`src/rtl/ijtag_multi_local_reset_tdr.sv`:
```
// ---------------------------------------------------------------------------
// ijtag_multi_local_reset_tdr
//   Per-block local-reset TDR on the IJTAG network. A single scan segment
//   drives NUM_CH independent active-low local resets. Each channel either
//   passes ijtag_reset through, holds a programmed level, or emits a
//   self-clearing low pulse of (pw+1) tck periods.
//
//   Scan image (LSB first out of ijtag_so):
//     [N-1:0]  ovr    1 = channel overrides ijtag_reset
//     [2N-1:N] val    level driven when ovr=1, mode=0
//     [3N-1:2N] mode  1 = pulse mode (self-clearing)
//     [L-1:3N] pw     pulse width minus one, shared by all channels
//
// Ports
//   ijtag_tck       clock; shift/capture on rise, update/counters/so on fall
//   ijtag_reset     async active-low reset, also the pass-through source
//   ijtag_sel       segment select
//   ijtag_si        scan in (enters at MSB)
//   ijtag_ce/se/ue  capture / shift / update enables
//   ijtag_so        scan out, retimed to falling edge
//   ijtag_to_reset  [NUM_CH] active-low local resets to child logic
// ---------------------------------------------------------------------------

// One reset channel: update-register bits for ovr/val/mode, the pulse
// down-counter and the IDLE/PULSE FSM. Everything here runs on the
// falling edge so it lines up with the TDR update stage.
module ijtag_lrst_ch #(
    parameter int PW_W = 4
) (
    input  logic            tck,
    input  logic            rst_n,
    input  logic            upd,
    input  logic            upd_ovr,
    input  logic            upd_val,
    input  logic            upd_mode,
    input  logic [PW_W-1:0] upd_pw,
    output logic            ovr,
    output logic            val,
    output logic            mode,
    output logic            to_reset
);
    typedef enum logic {IDLE, PULSE} state_t;

    // PULSE is held exactly when ovr & mode are both set.
    state_t          state_q, state_d;
    logic            ovr_d, val_d, mode_d;
    logic [PW_W-1:0] cnt_q, cnt_d;

    always_ff @(negedge tck or negedge rst_n) begin
        if (!rst_n) begin
            state_q <= IDLE;
            ovr     <= 1'b0;
            val     <= 1'b1;
            mode    <= 1'b0;
            cnt_q   <= '0;
        end else begin
            state_q <= state_d;
            ovr     <= ovr_d;
            val     <= val_d;
            mode    <= mode_d;
            cnt_q   <= cnt_d;
        end
    end

    always_comb begin
        state_d = state_q;
        ovr_d   = ovr;
        val_d   = val;
        mode_d  = mode;
        cnt_d   = cnt_q;
        if (upd) begin
            // An update always wins, including over a coincident self-clear;
            // rewriting a pulse while one is running restarts its count.
            ovr_d  = upd_ovr;
            val_d  = upd_val;
            mode_d = upd_mode;
            if (upd_ovr && upd_mode) begin
                state_d = PULSE;
                cnt_d   = upd_pw;
            end else begin
                state_d = IDLE;
                cnt_d   = '0;
            end
        end else if (state_q == PULSE) begin
            if (cnt_q != '0) begin
                cnt_d = cnt_q - PW_W'(1);
            end else begin
                // Self-clear: only ovr drops, mode stays as programmed.
                ovr_d   = 1'b0;
                state_d = IDLE;
            end
        end
    end

    // Only ijtag_reset has a combinational path to the output, and only
    // while the channel is not overriding.
    assign to_reset = !ovr ? rst_n : (mode ? 1'b0 : val);

endmodule

module ijtag_multi_local_reset_tdr #(
    parameter int NUM_CH   = 4,
    parameter int PW_W     = 4,
    parameter int PW_RESET = 3
) (
    input  logic              ijtag_tck,
    input  logic              ijtag_reset,
    input  logic              ijtag_sel,
    input  logic              ijtag_si,
    input  logic              ijtag_ce,
    input  logic              ijtag_se,
    input  logic              ijtag_ue,
    output logic              ijtag_so,
    output logic [NUM_CH-1:0] ijtag_to_reset
);
    localparam int L = 3*NUM_CH + PW_W;

    typedef struct packed {
        logic [PW_W-1:0]   pw;
        logic [NUM_CH-1:0] mode;
        logic [NUM_CH-1:0] val;
        logic [NUM_CH-1:0] ovr;
    } tdr_t;

    localparam logic [L-1:0] RST_IMG =
        {PW_W'(PW_RESET), {NUM_CH{1'b0}}, {NUM_CH{1'b1}}, {NUM_CH{1'b0}}};

    tdr_t              sr;
    tdr_t              img;
    logic [PW_W-1:0]   pw_q;
    logic [NUM_CH-1:0] ovr_q, val_q, mode_q;
    logic              upd;

    assign upd = ijtag_ue & ijtag_sel;

    // Capture returns live ovr, so a finished pulse reads back as 0.
    assign img.pw   = pw_q;
    assign img.mode = mode_q;
    assign img.val  = val_q;
    assign img.ovr  = ovr_q;

    // Shift register: capture has priority over shift.
    always_ff @(posedge ijtag_tck or negedge ijtag_reset) begin
        if (!ijtag_reset) begin
            sr <= RST_IMG;
        end else if (ijtag_sel && ijtag_ce) begin
            sr <= img;
        end else if (ijtag_sel && ijtag_se) begin
            sr <= {ijtag_si, sr[L-1:1]};
        end
    end

    always_ff @(negedge ijtag_tck or negedge ijtag_reset) begin
        if (!ijtag_reset) begin
            ijtag_so <= 1'b0;
        end else begin
            ijtag_so <= sr[0];
        end
    end

    // Shared pulse-width field of the update register.
    always_ff @(negedge ijtag_tck or negedge ijtag_reset) begin
        if (!ijtag_reset) begin
            pw_q <= PW_W'(PW_RESET);
        end else if (upd) begin
            pw_q <= sr.pw;
        end
    end

    for (genvar i = 0; i < NUM_CH; i++) begin : g_ch
        ijtag_lrst_ch #(.PW_W(PW_W)) u_ch (
            .tck      (ijtag_tck),
            .rst_n    (ijtag_reset),
            .upd      (upd),
            .upd_ovr  (sr.ovr[i]),
            .upd_val  (sr.val[i]),
            .upd_mode (sr.mode[i]),
            .upd_pw   (sr.pw),
            .ovr      (ovr_q[i]),
            .val      (val_q[i]),
            .mode     (mode_q[i]),
            .to_reset (ijtag_to_reset[i])
        );
    end

endmodule

```
`config.mk`:
```
export PLATFORM = sky130hd
export DESIGN_NAME = ijtag_multi_local_reset_tdr
export DESIGN_NICKNAME = d
export VERILOG_FILES = /design/src/rtl/ijtag_multi_local_reset_tdr.sv
export SDC_FILE = /design/constraint.sdc
export NUM_CORES = 1
export LEC_CHECK = 0
export CORE_MARGIN = 2
export CORE_UTILIZATION = 50
export DETAILED_ROUTE_END_ITERATION = 10
export PLACE_DENSITY = 0.68
export SETUP_SLACK_MARGIN = 0.05
export SLEW_MARGIN = 20
export SYNTH_ARGS = -nofsm -noshare
export SYNTH_HDL_FRONTEND = slang
export SYNTH_SLANG_ARGS = --single-unit
export TNS_END_PERCENT = 10
```
`constraint.sdc`:
```
create_clock -name ijtag_tck -period 2.1 [get_ports ijtag_tck]
set_input_delay 0.525 -clock ijtag_tck [delete_from_list [all_inputs] [get_ports ijtag_tck]]
set_output_delay 0.525 -clock ijtag_tck [all_outputs]
set_load 0.005 [all_outputs]
```
* Word-level counts from Yosys, hierarchy flattened
Index checks and enable logic that the tools add are counted.
** Storage, ports and cells
- Output and inout bits :: 5
- Register bits :: 53
- Input port bits :: 7
- Logic and storage cells :: 116
** Operators by class
- $add $sub $neg :: 4
- Bitwise operators :: 1
- Multiplexer cells :: 54
- Reduce and logical (&&, ||, !) cells :: 27
- Equal/unequal tests :: 4
** Operators by type and width (count)
- 4-bit two-way mux :: 16
- 1-bit two-way mux :: 36
- 16-bit two-way mux :: 2
- 2-bit nonzero test :: 9
- 2-bit AND reduction :: 8
- 4-bit nonzero test :: 4
- 4-bit by 1-bit subtractor with 4-bit output, second input constant :: 4
- 1-bit logical AND :: 6
- 2-bit inequality test, second input constant :: 3
- 2-bit by 1-bit inequality test with 1-bit output, second input constant :: 1
- 1-bit AND :: 1

* Logic depth before layout (Yosys ltp)
Gate-level depths: netlist of run 1.
- Depth in word-level cells :: 4
- Mapped depth :: 6
- Depth with buffers taken out :: 5

* Cells and area by module
Synthesis of run 1 repeated with hierarchy kept, for this count alone.
** Unflattened totals
- Cell total of the unflattened synthesis :: 289
- Area total of the unflattened synthesis :: 2940.3 µm²
** By module, submodules not included
- ijtag_lrst_ch :: sequential area each 201.4 µm², area an instance 446.7 µm², cells each 47, times used 4
- ijtag_multi_local_reset_tdr :: sequential area each 535.5 µm², area an instance 1153.6 µm², cells each 101, times used 1

==> out/results.ini, run 1 <==
[status]
status=finished with violations
violations=setup timing

[global_route]
grt_pass1_wl_um=10630
grt-ovfl-total=0
antenna_found_initial=0
grt_pass1_vias=2102
grt_use_total_pct=22.21
grt_max_degree=20

[timing]
final.setup_skew_ps=58.14
final_max_slew_viol_count=0
postLayoutSetupSlackWorst_ps=-635.5
setup_viol=13
rsz0062_at_grt=yes
maxSlewHeadroom_pct=46.08
worst_slew_pin_slew_ps=807.2
final_hold_viol_count=0

[worst_setup_path]
cp_data_required_time_ps=1570
end_kind=primary output
r2r_start=sr[1]
endpoint=ijtag_to_reset[3]
cp.arrival_ps=2210
critPathBufInv=1
cp-startpoint=g_ch[3].u_ch.val
startpoint_type=register
crit_cells=3
crit_slowest_cell=dfstp_2
critical-path-top-delay-family=flip-flops
crit_fanout=2
cp_slowest_stage_delay_ps=520
cp_cell_sequence=nand3b_1 > o21ai_1 > buf_2
reg2reg_depth=3
r2r_end=g_ch[1].u_ch.cnt_q[0]
worstSetupPathType=register to primary output
r2r_setup_slack_ps=-10

[route]
routed-via-count=2212
wl_per_cell_um=15.46
drt_iter0_markers=177
drc=0
routed_wl_um=6168
drt.antenna.violating_nets=0
routed_via_density=5.544
dr.pass1.iters=4

[synthesis]
synth_seq_cells=53
synth-adder-area-share_pct=1.848
synth_area_mm2=0.002708
synth_fp_nets=293
synthMuxAreaShare_pct=1.479
ys_seq_area_share_pct=49.54
synthDistinctLibCells=35
synthXorXnorAreaFrac_pct=0
synth_top_area_share_pct=28.65
synth_common_cells=65 x nand2_1, 31 x dfrtn_1, 23 x a22o_1, 17 x o21ai_0, 15 x inv_1
ys.flop_type=dfrtn_1
synth_top_family_by_area=simple AND/OR/NAND/NOR gates
yosysMostFrequentCell=nand2_1
syn-mean-instance-area_um2=9.601
synth_edf_count=0
synth_warnings=0
synthArstFlopShare_pct=100.0
synthSimpleGateAreaFrac_pct=22.32
synth_area_leaders=dfrtn_1 29%, dfstp_2 12%, dfrtp_1 9.2%
syn-instance-count=282
synth_compound_area_share_pct=18.62
yosysTopAreaCell=dfrtn_1

[cells_and_area]
seqCellArea_mm2=0.001341
diodes=0
drive_above_1_share_pct=24.01
layout.nets=339
design_area_mm2=0.003212
fillerInstances=455
syn_to_final_growth_pct=18.62
multi_input_area_mm2=0.001211

[power]
ir_drop_uv=506.6
p_per_area_mw_per_mm2=911.9
power_w=0.002929
leakagePower_nw=1.492

[placed_design]
port-buffer-count=11
hpwl_um=4566
place_area_mm2=0.003119
place.gp.congestion=0.8000
place_ws_ps=-750.8

[clock_network]
numCtsBuffers=5
clk_latency_ps=360
cts-root-buf=clkbuf_8
clock_sinks=53
clockBufferDepth=2
cts_setup_buffers=0
cts_tree=done
clk_pin_slew_ps=60
htreeDepth=2

[floorplan]
start_util_pct=52.35
dieWidth_um=77.59
coreArea_mm2=0.005172
die_area_mm2=0.006019
num_io_pins=12
core.rowCount=26
fp.dieH_um=77.59

[hold_path]
hold_path_class=register to register

[flow_run]
maxCapViolCount=0

## worst min-delay path by stage
stage                startpoint  endpoint  slack [ps]  depth (start not counted)
floorplan           ijtag_reset     sr[0]         230                          0
finish                  pw_q[2]   pw_q[2]         420                          2
global route            pw_q[2]   pw_q[2]         440                          2
detailed placement      pw_q[2]   pw_q[2]         420                          2
CTS                     pw_q[2]   pw_q[2]         430                          2
global placement        pw_q[2]   pw_q[2]         420                          2
## per-stage QoR
stage | setup TNS [ps] | util (%) | std cells | hold slack (ps)
floorplan | -7173 | - | 282 | 229.4
global placement | -26640 | 60.30 | 386 | 419.6
detailed placement | -26890 | 60.30 | 386 | 423.9
CTS | -2912 | 62.09 | 399 | 425.9
global route | -3480 | 62.09 | 399 | 440.2
finish | -2897 | 62.09 | 399 | 425.0
## final cells by class
type	instances	share of cell area, %
Sequential cell	53	41.76
Timing Repair Buffer	53	12.97
Tap cell	70	2.727
Inverter	14	1.636
Multi-Input combinational cell	195	37.71
Clock inverter	6	0.7012
Clock buffer	8	2.493
## layout by cell type (no fill, tap or decap), drive strengths merged
cell type,count
a32oi,4
or3b,2
dfrtp,10
and2,1
o21bai,2
or4,4
nand2,65
clkbuf,8
a21oi,7
nor2b,1
nand2b,4
nand4,2
o21ai,17
nor4b,4
dfrtn,31
o211ai,3
buf,50
mux2i,4
clkdlybuf4s50,3
nor3b,4
o22ai,6
a21bo,2
a22o,23
nand3b,7
ha,4
and4,4
nand3,11
and4b,4
dfstp,12
a31o,4
nor2,4
o32ai,2
inv,20
## sequential cells by signal, indices dropped and copies added, names as in the netlist
signal	count
sr	16
ijtag_so	1
g_ch.u_ch.cnt_q	16
g_ch.u_ch.state_q	4
pw_q	4
g_ch.u_ch.mode	4
g_ch.u_ch.val	4
g_ch.u_ch.ovr	4
## metal layers
layer	track usage (%)	vias up	part of all wire [%]
met3	3.488	7	3.6
li1	-	1107	-
met4	5.000	0	1.2
met5	0	-	0
met1	32.31	1058	48
met2	35.17	40	47
## power by group
group / leakage, nW / total [W] / switching [W] / internal, W
Clock: 0.0715 / 0.000602 / 0.000349 / 0.000253
Sequential: 0.667 / 0.00144 / 0.000182 / 0.00126
Combinational: 0.754 / 0.000885 / 0.000428 / 0.000457
Total: 1.49 / 0.00293 / 0.000960 / 0.00197
## worst register-to-register path, stage by stage, from the launching register on
cell and delay [ps]:
dfrtp_1 400, and4_1 250, a32oi_1 160, nand3_1 90
## what timing repair did
item                       CTS  global route
cloned                       0             0
resized for setup           38             3
pin swaps                    1             7
setup endpoints to repair   43            28
hold buffers                 0             0
## kinds of logic after synthesis
family | count (synthesis)
AO/OA/AOI/OAI | 70
adder cells (fa/ha/maj) | 4
AND/OR/NAND/NOR | 117
multiplexers | 4
buffers and inverters | 34
flip-flops | 53
(Power assumes the default switching activity.)
==> inputs of run 2 (changes only) <==
Settings changed: CORE_MARGIN 2 to 1, DONT_BUFFER_PORTS set to 1, PLACE_DENSITY 0.68 to not set, SYNTH_HIERARCHICAL set to 1.
==> run 2 against run 1 <==
Against the previous run:
- the flow still finishes with violations (setup timing)
- critical endpoint is now ijtag_to_reset[1]
- largest cell class is now multi-input gates
- combinational power is 80% higher
- first-iteration DRC count shrank 47%
- clock power grew 34%
- worst setup slack gained 110 ps
- cell count fell by 4.0%
- die area up 2.9%
- area after synthesis increased by 8.6%
- largest power group unchanged
- critical path depth down 1
- total power is 47% higher
- critical path type unchanged
==> out/results.ini, run 2 <==
[status]
status=finished with violations
violations=setup timing

[route]
wl_per_cell_um=15.77
drc=0
routed_wl_um=6038
drt.antenna.violating_nets=0
routed-via-count=2191
dr.pass1.iters=4
routed_via_density=5.721
drt_iter0_markers=94

[synthesis]
synthArstFlopShare_pct=100.0
syn-instance-count=289
synth_area_mm2=0.002940
syn-mean-instance-area_um2=10.17
yosysMostFrequentCell=dfrtn_1
yosysTopAreaCell=dfrtn_1
synth_area_leaders=dfrtn_1 26%, dfstp_2 11%, dfrtp_1 8.5%
synth_top_area_share_pct=26.38
ys_seq_area_share_pct=45.62
synth_seq_cells=53
synth_fp_nets=300
synth_warnings=6
synthDistinctLibCells=40
synth_common_cells=31 x dfrtn_1, 26 x inv_1, 22 x nor3_1, 21 x nand2_1, 20 x nor3_2
synth_edf_count=0
ys.flop_type=dfrtn_1

[worst_setup_path]
end_kind=primary output
cp.arrival_ps=2100
cp-startpoint=g_ch[1].u_ch/val
startpoint_type=register
r2r_start=sr[2]
worstSetupPathType=register to primary output
r2r_setup_slack_ps=50
cp_data_required_time_ps=1570
crit_fanout=2

[placed_design]
place.gp.congestion=0.8307
hpwl_um=3954
port-buffer-count=0

[clock_network]
cts_tree=done
cts_setup_buffers=0
htreeDepth=2
cts-root-buf=clkbuf_8
clk_pin_slew_ps=100
clockBufferDepth=2
numCtsBuffers=5
clk_latency_ps=360
clock_sinks=53

[floorplan]
start_util_pct=52.75
num_io_pins=12
fp.dieH_um=78.69
dieWidth_um=78.69
core.rowCount=27
die_area_mm2=0.006191
coreArea_mm2=0.005574

[hold_path]
hold_path_class=primary input to asynchronous set/reset pin

[timing]
maxSlewHeadroom_pct=63.26
worst_slew_pin_slew_ps=549.3
rsz0062_at_grt=yes
postLayoutSetupSlackWorst_ps=-525.2
final_max_slew_viol_count=0
final_hold_viol_count=0
final.setup_skew_ps=57.33
setup_viol=5

[power]
switching_share_pct=34.26
p_seq_share_pct=44.1
clkPwrFrac_pct=18.8
cell_internal_pwr_w=0.002825
pwr-share-comb_pct=37.0
switching_power_w=0.001472
p_per_area_mw_per_mm2=1288
ir_drop_uv=731.8
power_w=0.004297
leakagePower_nw=1.389

[cells_and_area]
mostFrequentLayoutCell=buf_4
diodes=0
final_cell_mix=32 x buf_4, 31 x dfrtn_1, 26 x inv_1, 22 x nor3_1, 21 x nand2_1
fillerInstances=499
layout.nets=321
reg_top3=g_ch.u_ch/cnt_q (16), sr (16)
syn_to_final_growth_pct=13.45
drive_above_1_share_pct=34.41
fin_util_pct=59.84

[global_route]
grt_max_degree=49
grt-ovfl-total=0
antenna_found_initial=0
grt_pass1_vias=2145
grt_pass1_wl_um=10170
grt_use_total_pct=21.58

[flow_run]
maxCapViolCount=0

run 2: changes by cell type in the layout (fill, tap and decap cells not counted), moves of 5 or more:
cell	before	now
mux2_2	0	8
o22ai_1	6	14
nor3_1	0	22
nor3_2	0	20
buf_6	5	0
nand2_1	65	21
buf_2	8	0
nand3_1	10	4
a22o_1	23	0
inv_1	20	26
run 2: cell type report:
cell class	instances	area, µm²	area share (%)
multi-input combinational	190	1416	42.46
clock buffer	6	93.84	2.813
inverter	21	86.33	2.588
sequential	53	1341	40.21
clock inverter	8	57.56	1.725
timing repair buffer	33	250.2	7.502
tap	72	90.09	2.701
run 2: cell families (layout without fill, tap and decap cells):
group	Yosys count	after routing	synth area share, %
buf+inv	46	68	8.127
flops	53	53	45.62
compound gates	67	67	15.28
fa+ha+maj	4	4	1.702
simple gates	102	102	22.47
mux	17	17	6.809
run 2: per-stage QoR:
stage	setup TNS, ps	setup WS, ps	cells	cell area (µm²)	hold WS, ps
floorplan	-12490	-496.3	289	3013	229.4
global placement	-7135	-268.7	373	3163	231.7
global route	-2460	-569.1	383	3336	26.32
detailed placement	-7408	-296.9	373	3163	231.5
finish	-2243	-525.2	383	3336	46.99
CTS	-2346	-545.2	383	3329	30.28
run 2: timing repair:
action / 4_1_cts / 5_1_grt
resized for setup: 10 / 3
endpoints found under the setup margin: 13 / 17
hold endpoints to repair: 10 / 0
cloned: 0 / 0
pin swaps: 0 / 2
hold buffers: 1 / 0
run 2: worst max-delay path, stage by stage, from the launching register on:
cell and delay, ps:
dfstp_2 520, nand3b_1 70, o21ai_0 100
run 2: power by group through the flow:
stage | Sequential, W | Combinational, W | Clock [W]
2_1_floorplan | 0.00181 | 0.00116 | 0.0000328
3_3_place_gp | 0.00189 | 0.00156 | 0.0000328
3_5_place_dp | 0.00189 | 0.00158 | 0.0000328
4_1_cts | 0.00189 | 0.00160 | 0.000838
5_1_grt | 0.00196 | 0.00177 | 0.000870
6_report | 0.00190 | 0.00159 | 0.000809
run 2: path summary, 6_finish.rpt:
check,end,cells past startpoint
worst max-delay path,ijtag_to_reset[1],2
worst min-delay path,sr[5],0
worst max register to register,g_ch[2].u_ch/cnt_q[2],3
worst min register to register,pw_q[3],1
max in group asynchronous,g_ch[2].u_ch/val,0
min in group ijtag_tck,sr[13],1
run 2: routing by layer:
| layer | vias to the layer above | track usage, % | share of wire [%] |
|---|---|---|---|
| met5 | - | 0 | 0 |
| met4 | 0 | 6.667 | 1.7 |
| met3 | 9 | 3.488 | 2.7 |
| met2 | 42 | 35.13 | 47 |
| met1 | 1047 | 29.39 | 48 |
| li1 | 1093 | - | - |
